`src/rtl/alu_seq_pkg.sv`:
```
// rtl/alu_seq_pkg.sv - opcodes, error codes and FSM states for the sequential ALU
package alu_seq_pkg;

    localparam logic [3:0] OP_ADD = 4'b0001;
    localparam logic [3:0] OP_SUB = 4'b0010;
    localparam logic [3:0] OP_MUL = 4'b0011;
    localparam logic [3:0] OP_DIV = 4'b0100;
    localparam logic [3:0] OP_MOD = 4'b0101;
    localparam logic [3:0] OP_AND = 4'b1001;
    localparam logic [3:0] OP_OR  = 4'b1010;
    localparam logic [3:0] OP_XOR = 4'b1011;

    localparam logic [1:0] ERR_OK      = 2'b00;
    localparam logic [1:0] ERR_CARRY   = 2'b01;
    localparam logic [1:0] ERR_DIV0    = 2'b10;
    localparam logic [1:0] ERR_ILLEGAL = 2'b11;

    typedef enum logic [1:0] {
        ST_IDLE = 2'd0,
        ST_MUL  = 2'd1,
        ST_DIV  = 2'd2,
        ST_DONE = 2'd3
    } state_t;

endpackage

```
`src/rtl/alu_seq_divider.sv`:
```
// rtl/alu_seq_divider.sv - restoring divider, one quotient bit per step
module alu_seq_divider
    import alu_seq_pkg::*;
#(
    parameter int WIDTH = 4
) (
    input  logic             clk,
    input  logic             rst_n,
    input  logic             i_start,
    input  logic             i_step,
    input  logic [WIDTH-1:0] i_dividend,
    input  logic [WIDTH-1:0] i_divisor,
    output logic [WIDTH-1:0] o_quotient,
    output logic [WIDTH-1:0] o_remainder
);

    // r_quo starts as the dividend and shifts left, filling with quotient bits
    logic [WIDTH-1:0] r_quo;
    logic [WIDTH-1:0] r_rem;
    logic [WIDTH-1:0] r_div;
    logic [WIDTH:0]   w_shift;
    logic [WIDTH:0]   w_trial;
    logic             w_fits;

    // The partial remainder stays below the divisor, so the shifted value fits
    // in WIDTH+1 bits and the top bit of the trial difference is the borrow.
    assign w_shift = {r_rem, r_quo[WIDTH-1]};
    assign w_trial = w_shift - {1'b0, r_div};
    assign w_fits  = ~w_trial[WIDTH];

    // Load operands on start, then one shift/trial-subtract/restore per step
    always_ff @(posedge clk or negedge rst_n) begin
        if (!rst_n) begin
            r_quo <= '0;
            r_rem <= '0;
            r_div <= '0;
        end else if (i_start) begin
            r_quo <= i_dividend;
            r_rem <= '0;
            r_div <= i_divisor;
        end else if (i_step) begin
            r_rem <= w_fits ? w_trial[WIDTH-1:0] : w_shift[WIDTH-1:0];
            r_quo <= {r_quo[WIDTH-2:0], w_fits};
        end
    end

    assign o_quotient  = r_quo;
    assign o_remainder = r_rem;

endmodule

```
`src/rtl/alu_seq_core.sv`:
```
// rtl/alu_seq_core.sv - handshaked ALU with iterative multiply and divide
module alu_seq_core
    import alu_seq_pkg::*;
#(
    parameter int WIDTH = 4
) (
    input  logic               clk,
    input  logic               rst,
    input  logic [WIDTH-1:0]   A,
    input  logic [WIDTH-1:0]   B,
    input  logic [3:0]         opcode,
    input  logic               in_valid,
    output logic               in_ready,
    output logic [2*WIDTH-1:0] C,
    output logic [1:0]         error,
    output logic               out_valid,
    input  logic               out_ready
);

    localparam int CW    = 2 * WIDTH;
    localparam int CNT_W = $clog2(WIDTH + 1);
    localparam logic [CNT_W-1:0] LAST_ITER = CNT_W'(WIDTH - 1);

    state_t           r_state;
    state_t           w_state_nxt;
    logic [CNT_W-1:0] r_cnt;
    logic [3:0]       r_op;
    logic [CW-1:0]    r_prod;
    logic [CW-1:0]    r_mcand;
    logic [WIDTH-1:0] r_mplier;
    logic [CW-1:0]    r_c;
    logic [1:0]       r_err;

    logic             w_accept;
    logic             w_is_div;
    logic             w_last;
    logic [WIDTH:0]   w_sum;
    logic [WIDTH-1:0] w_diff;
    logic [CW-1:0]    w_prod_nxt;
    logic [CW-1:0]    w_quick_c;
    logic [1:0]       w_quick_err;
    logic [WIDTH-1:0] w_quo;
    logic [WIDTH-1:0] w_rem;

    assign w_accept   = in_valid & in_ready;
    assign w_is_div   = (opcode == OP_DIV) || (opcode == OP_MOD);
    assign w_last     = (r_cnt == LAST_ITER);
    assign w_sum      = {1'b0, A} + {1'b0, B};
    assign w_diff     = A - B;
    assign w_prod_nxt = r_mplier[0] ? (r_prod + r_mcand) : r_prod;

    alu_seq_divider #(.WIDTH(WIDTH)) u_divider (
        .clk         (clk),
        .rst_n       (rst),
        .i_start     (w_accept & w_is_div),
        .i_step      (r_state == ST_DIV),
        .i_dividend  (A),
        .i_divisor   (B),
        .o_quotient  (w_quo),
        .o_remainder (w_rem)
    );

    // State register
    always_ff @(posedge clk or negedge rst) begin
        if (!rst) r_state <= ST_IDLE;
        else      r_state <= w_state_nxt;
    end

    // Next state and handshake outputs
    always_comb begin
        w_state_nxt = r_state;
        in_ready    = 1'b0;
        out_valid   = 1'b0;
        case (r_state)
            ST_IDLE: begin
                in_ready = 1'b1;
                if (in_valid) begin
                    if (opcode == OP_MUL)             w_state_nxt = ST_MUL;
                    else if (w_is_div && (B != '0))   w_state_nxt = ST_DIV;
                    else                              w_state_nxt = ST_DONE;
                end
            end
            ST_MUL, ST_DIV: if (w_last) w_state_nxt = ST_DONE;
            ST_DONE: begin
                out_valid = 1'b1;
                if (out_ready) w_state_nxt = ST_IDLE;
            end
            default: w_state_nxt = ST_IDLE;
        endcase
    end

    // Results that are known at accept time (also the divide-by-zero case)
    always_comb begin
        w_quick_c   = '0;
        w_quick_err = ERR_OK;
        case (opcode)
            OP_ADD: begin
                w_quick_c   = CW'(w_sum);
                w_quick_err = w_sum[WIDTH] ? ERR_CARRY : ERR_OK;
            end
            OP_SUB: begin
                w_quick_c   = CW'(w_diff);
                w_quick_err = (A < B) ? ERR_CARRY : ERR_OK;
            end
            OP_MUL:         w_quick_err = ERR_OK;
            OP_DIV, OP_MOD: w_quick_err = (B == '0) ? ERR_DIV0 : ERR_OK;
            OP_AND:         w_quick_c   = CW'(A & B);
            OP_OR:          w_quick_c   = CW'(A | B);
            OP_XOR:         w_quick_c   = CW'(A ^ B);
            default:        w_quick_err = ERR_ILLEGAL;
        endcase
    end

    // Operand capture and the shift-add multiplier iterations
    always_ff @(posedge clk or negedge rst) begin
        if (!rst) begin
            r_op     <= '0;
            r_cnt    <= '0;
            r_prod   <= '0;
            r_mcand  <= '0;
            r_mplier <= '0;
            r_c      <= '0;
            r_err    <= ERR_OK;
        end else if (w_accept) begin
            r_op     <= opcode;
            r_cnt    <= '0;
            r_prod   <= '0;
            r_mcand  <= CW'(A);
            r_mplier <= B;
            r_c      <= w_quick_c;
            r_err    <= w_quick_err;
        end else if (r_state == ST_MUL) begin
            r_prod   <= w_prod_nxt;
            r_mcand  <= r_mcand << 1;
            r_mplier <= r_mplier >> 1;
            r_cnt    <= r_cnt + CNT_W'(1);
        end else if (r_state == ST_DIV) begin
            r_cnt    <= r_cnt + CNT_W'(1);
        end
    end

    // Iterative results are taken straight from their registers, which are
    // frozen in DONE; everything else comes from the captured quick result.
    always_comb begin
        C = r_c;
        if ((r_state == ST_DONE) && (r_err == ERR_OK)) begin
            case (r_op)
                OP_MUL:  C = r_prod;
                OP_DIV:  C = CW'(w_quo);
                OP_MOD:  C = CW'(w_rem);
                default: C = r_c;
            endcase
        end
    end

    assign error = r_err;

endmodule
```
`config.mk`:
```
export PLATFORM = sky130hd
export DESIGN_NAME = alu_seq_core
export DESIGN_NICKNAME = d
export VERILOG_FILES = /design/src/rtl/alu_seq_pkg.sv /design/src/rtl/alu_seq_divider.sv /design/src/rtl/alu_seq_core.sv
export SDC_FILE = /design/constraint.sdc
export NUM_CORES = 1
export LEC_CHECK = 0
export CELL_PAD_IN_SITES_DETAIL_PLACEMENT = 1
export CELL_PAD_IN_SITES_GLOBAL_PLACEMENT = 2
export CORE_ASPECT_RATIO = 2
export CORE_MARGIN = 2
export CORE_UTILIZATION = 33
export DETAILED_ROUTE_END_ITERATION = 12
export PLACE_DENSITY = 0.82
export SKIP_LAST_GASP = 1
export SYNTH_ARGS = -nofsm -noshare
export SYNTH_HDL_FRONTEND = slang
export SYNTH_HIERARCHICAL = 1
export SYNTH_SLANG_ARGS = --single-unit
export TNS_END_PERCENT = 30
```
`constraint.sdc`:
```
create_clock -name clk -period 2.1 [get_ports clk]
set_input_delay 0.315 -clock clk [delete_from_list [all_inputs] [get_ports clk]]
set_output_delay 0.315 -clock clk [all_outputs]
set_load 0.005 [all_outputs]
```
; Yosys cells after proc, flatten, opt, wreduce, memory -nomap -nowiden
; Cells that the tools add are included.
[totals]
ff_bits = 51
latch_bits = 0
ram_bits = 0
rom_bits = 0
in_bits = 16
out_inout_bits = 12
word_cells = 87
memories = 0
[classes]
add_sub_neg = 5
mul = 0
div_mod_pow = 0
magnitude_cmp = 1
eq_ne = 18
shifts = 0
n_mux = 30
n_bitwise = 6
n_reduce_logical = 16
[ops]
columns = cell, count
row1 = 2-to-1 mux 8 bit, 6
row2 = 2-to-1 mux 4 bit, 7
row3 = one-hot mux 5 bit (5 select lines), 1
row4 = one-hot mux 8 bit (3 select lines), 1
row5 = "== test 4 x 3 -> 1 bit, second input constant", 4
row6 = "== test 4 x 2 -> 1 bit, second input constant", 3
row7 = "== test 4 bit, second input constant", 3
row8 = 2-to-1 mux 2 bit, 5
row9 = 2-to-1 mux 3 bit, 3
row10 = adder 8 bit, 1
row11 = one-hot mux 2 bit (4 select lines), 1
row12 = "!= test 2 bit, second input constant", 3
row13 = one-hot mux 2 bit (3 select lines), 1
row14 = nonzero test 2 bit, 3
row15 = adder 4 x 4 -> 5 bit, 1
row16 = 2-to-1 mux 1 bit, 5
row17 = subtractor 5 x 4 -> 5 bit, 1
row18 = bitwise AND 4 bit, 1
row19 = "== test 2 bit, second input constant", 2
row20 = "== test 4 x 1 -> 1 bit, second input constant", 1
row21 = logical NOT 2 bit, 2
row22 = logical NOT 4 bit, 1
row23 = < comparator 4 bit, 1
row24 = bitwise OR 4 bit, 1
row25 = other kinds (15), 18

; Depth between registers and ports, before layout
[logic_depth]
word_depth = 7
depth_mapped = 9

; Modules after synthesis
; Netlist, hierarchy kept.
[by_module_without_submodules]
columns = module, n_inst, cells_each, area_each_um2, seq_area_each_um2
row1 = alu_seq_core, 1, 314, 2730.1, 900.9
row2 = alu_seq_divider, 1, 80, 770.7, 300.3

; Worst setup path before layout
; Ideal clock, no wire load.
[synth_path]
path_kind = register -> register
from = reg r_state[0]
to = reg u_divider.r_div[0]
setup_time_ps = 125
arrival_ps = 1928
t_required_ps = 1975
path_slack_ps = 48
path_stages_with_launch = 8
path_buffers = 2
synth_period_minus_slack_ps = 2052
cell_sequence = dfrtp_1 -> inv_1 -> ha_1 -> nand2_1 -> clkbuf_1 -> nor2_1 -> clkbuf_1 -> mux2_2
[synth_between]
elab_chain_cells = 4
[synth_rtl]
columns = item, line
row1 = start: declaration, alu_seq_core.sv:24  ; state_t r_state;
row2 = start signal: assignment, alu_seq_core.sv:66  ; else r_state <= w_state_nxt;
row3 = logical NOT 2 bit, alu_seq_core.sv:74  ; case (r_state)
row4 = 2-to-1 mux 1 bit, alu_seq_core.sv:74
row5 = via in_ready, alu_seq_core.sv:13  ; output logic in_ready,
row6 = bitwise AND 1 bit, alu_seq_core.sv:45  ; assign w_accept = in_valid & in_ready;
row7 = bitwise AND 1 bit, alu_seq_core.sv:55  ; .i_start (w_accept & w_is_div),
row8 = end signal: assignment, alu_seq_divider.sv:40  ; r_div <= i_divisor;
row9 = end: declaration, alu_seq_divider.sv:20  ; logic [WIDTH-1:0] r_div;
; The timed path passes the listed nets, and every way through them passes these cells.
; A chain may end at the register's enable or synchronous reset.

; Worst setup path after layout
[layout_path]
from = reg r_state[1]
to = out C[4]
[layout_between]
elab_chain_cells = 3
[layout_rtl]
columns = item, line
row1 = == test 2 bit, alu_seq_core.sv:146  ; if ((r_state == ST_DONE) && (r_err == ERR_OK)) begin
row2 = logical AND 1 bit, alu_seq_core.sv:146
row3 = 2-to-1 mux 8 bit, alu_seq_core.sv:146
row4 = end: declaration, alu_seq_core.sv:14  ; output logic [2*WIDTH-1:0] C,
; No other way between the ends.

==> reports/metrics.csv <==
metric,value,unit
status,"complete, but fails checks",
violations,setup timing,
synth.largest_area_cell,dfrtp_1,
die-height,149.7,µm
num_vias,3253,
switching_power,2.535,mW
clk_latency,300,ps
detail_route.first_pass.iterations,4,
power.share.clock,16.0,%
core,10410,µm²
sw_frac_of_total,42.21,%
p_leak,2.097,nW
placed_area,4248,µm²
timing.rr.end,r_prod[6],
critPathMaxFanout,3,
pin_count,28,
rsz0062_at_grt,yes,
critPathKind,reg2out,
period_share,109.3,%
grt_pass1_wl,18770,µm
syn_area_per_cell,8.885,µm²
power.density,1319,nW/µm²
worstMarginPinSlew,579.8,ps
synth_edf_count,0,
antenna_found_initial,0,
synth.cell_area,3501,µm²
combPwrFrac,54.7,%
syn_to_final_growth,30.09,%
layout-drive-gt1-share,22.36,%
post_synth_main_area_contributors,"dfrtp_1, ha_1, nand2_1",
dp_slack,-285.3,ps
cts_buffers,5,
worstPathArrival,1980,ps
drt-initial-drc-count,106,
antenna_left,0,
drv_cap,0,
globalplace.congestion,0.9493,
synth_seq_cells,48,
fin_crit,2296,ps
finalHoldViolCount,0,
worstRegToRegCells,8,
hpwl,9103,µm
grt_pass1_vias,3524,
ys.flop_type,dfrtp_1,
peakVddDrop,400.4,µV
port_buffers,27,
yosysWarnings,6,
r2r-start,r_prod[0],
cts-root-buf,clkbuf_16,
nets,522,
clock_path_buffers,2,
worst_slack,-195.6,ps
worstPathRequired,1780,ps
setup_viol_count_final,7,
p_int,3.470,mW
cp-startpoint,r_state[1],
rows,53,
initial_core_util,33.63,%
hold_class,in2async,
clock.fmax,0.4356,GHz
dieArea,11500,µm²
holdWs,8.676,ps
grt_max_degree,26,
slew_headroom,61.35,%
viasPerCell,5.324,
cts_hold_buffers,0,
syn_inst,394,
r2r_slack,-30,ps
dieWidth,76.83,µm
syn_nets,443,
pwr-share-seq,29.3,%
ys_async_sr_fraction,100.0,%
endpoint_kind,primary output,
grt_usage,21.43,%
htreeDepth,2,
totalPowerFinal,6.005,mW
ys_types,66,
final_max_slew_viol_count,0,
avgRoutedWirePerCell,19.08,µm
grt_overflow,0,
cts_tree,built,
ys_seq_area_share,34.31,%
clock_sinks,48,
post-route-drc-count,0,
synthDominantCellAreaShare,34.31,%
fin_area,4554,µm²
wl,11660,µm
path_clk_slew,70,ps
fin_skew,6.399,ps
cp-start-kind,flip-flop,
num_antenna_cells,0,
-- through the flow --
stage          std cells  util (%)  setup TNS, ps
2_1_floorplan        394         -              0
3_3_place_gp         592     40.80         -958.7
3_5_place_dp         592     40.80          -1633
4_1_cts              607     43.22         -719.0
5_1_grt              611     43.74          -1519
6_report             611     43.74         -554.0
-- logic make-up after synthesis --
logic type / count (synthesis) / synth area share [%]
compound gates: 106 / 20.30
buf+inv: 47 / 5.754
mux: 18 / 5.254
xor+xnor: 5 / 1.251
simple gates: 137 / 20.48
fa+ha+maj: 33 / 12.65
flops: 48 / 34.31
-- how the worst max path moves through the flow --
stage / to / slack, ps
after floorplan: u_divider/r_div[0] / 50
after global placement: r_c[2] / -210
after detailed placement: r_c[2] / -290
after CTS: C[0] / -140
after global routing: C[4] / -230
final: C[4] / -200
-- cells in the mapped netlist, types with 4 or more instances --
cell / count
nand2b_1: 5
nor2b_1: 11
mux2i_1: 15
nor3_1: 8
fa_1: 4
o21bai_1: 4
a22oi_1: 4
a21o_1: 4
a22o_1: 6
xnor2_1: 4
o21ai_1: 5
inv_1: 29
dfrtp_1: 48
nand3b_1: 5
a21oi_1: 20
nor2_1: 26
nand3_1: 5
a31oi_1: 5
buf_2: 8
o21ai_0: 27
nand2_1: 51
clkbuf_1: 8
ha_1: 29
-- layer usage --
metal | vias up | global-route usage [%] | routed length (µm)
met2 | 50 | 43.73 | 6809
met1 | 1622 | 20.63 | 4147
met5 | - | 0 | 0
met4 | 0 | 11.00 | 497
li1 | 1558 | - | -
met3 | 23 | 1.809 | 204
-- final cells by class --
cell class                 count  area, µm²
inverter                      29      108.9
multi-input combinational    300       2175
sequential                    48       1202
tap                          137      171.4
timing repair buffer          89      725.7
fill                        1253       5857
clock buffer                   5      125.1
clock inverter                 3      46.29
-- power groups by stage --
| stage | registers [mW] | clock network, mW | logic [mW] |
|---|---|---|---|
| after detailed placement | 1.74 | 0 | 3.15 |
| after CTS | 1.73 | 0.973 | 3.24 |
| final | 1.76 | 0.960 | 3.29 |
| after global placement | 1.71 | 0 | 3.04 |
| after floorplan | 1.61 | 0 | 2.05 |
| after global routing | 1.81 | 0.997 | 3.66 |
-- repair_timing --
action / CTS / global route
gates cloned: 1 / 0
resized for setup: 22 / 10
pin swaps: 5 / 3
endpoints found under the setup margin: 9 / 17
setup buffers: 6 / 4
-- worst max-delay path: stages (launching register included) --
cell and delay, ps:
dfrtp_1 420, ha_4 190, nor4b_4 130, buf_4 160
buf_4 140, buf_4 130, a32o_1 250, dlygate4sd2_1 260
-- registers in the layout, summed over array words and instances, names as in the netlist --
register               cells
r_state                    2
r_op                       4
r_prod                     8
u_divider/r_div            4
u_divider/o_quotient       4
error                      2
r_cnt                      3
u_divider/o_remainder      4
r_mplier                   4
r_c                        5
r_mcand                    8
-- placed cells by master (no fill, tap or decap), types with 3 or more instances in the layout --
master,instances
a211oi_1,3
a21o_1,4
a21oi_1,20
a21oi_2,3
a221oi_1,3
a22o_1,6
a31oi_1,5
and3_1,3
buf_4,60
clkbuf_16,5
clkdlybuf4s50_1,18
dfrtp_1,47
dlygate4sd2_1,5
fa_1,4
ha_1,28
inv_1,29
mux2_2,3
mux2i_1,15
nand2_1,51
nand2b_1,5
nand3_1,5
nand3b_1,5
nor2_1,26
nor2b_1,11
nor3_1,8
o21ai_0,25
o21ai_1,3
o21ai_2,4
o21bai_1,4
xnor2_1,4
Power figures use the tool's default switching activity.
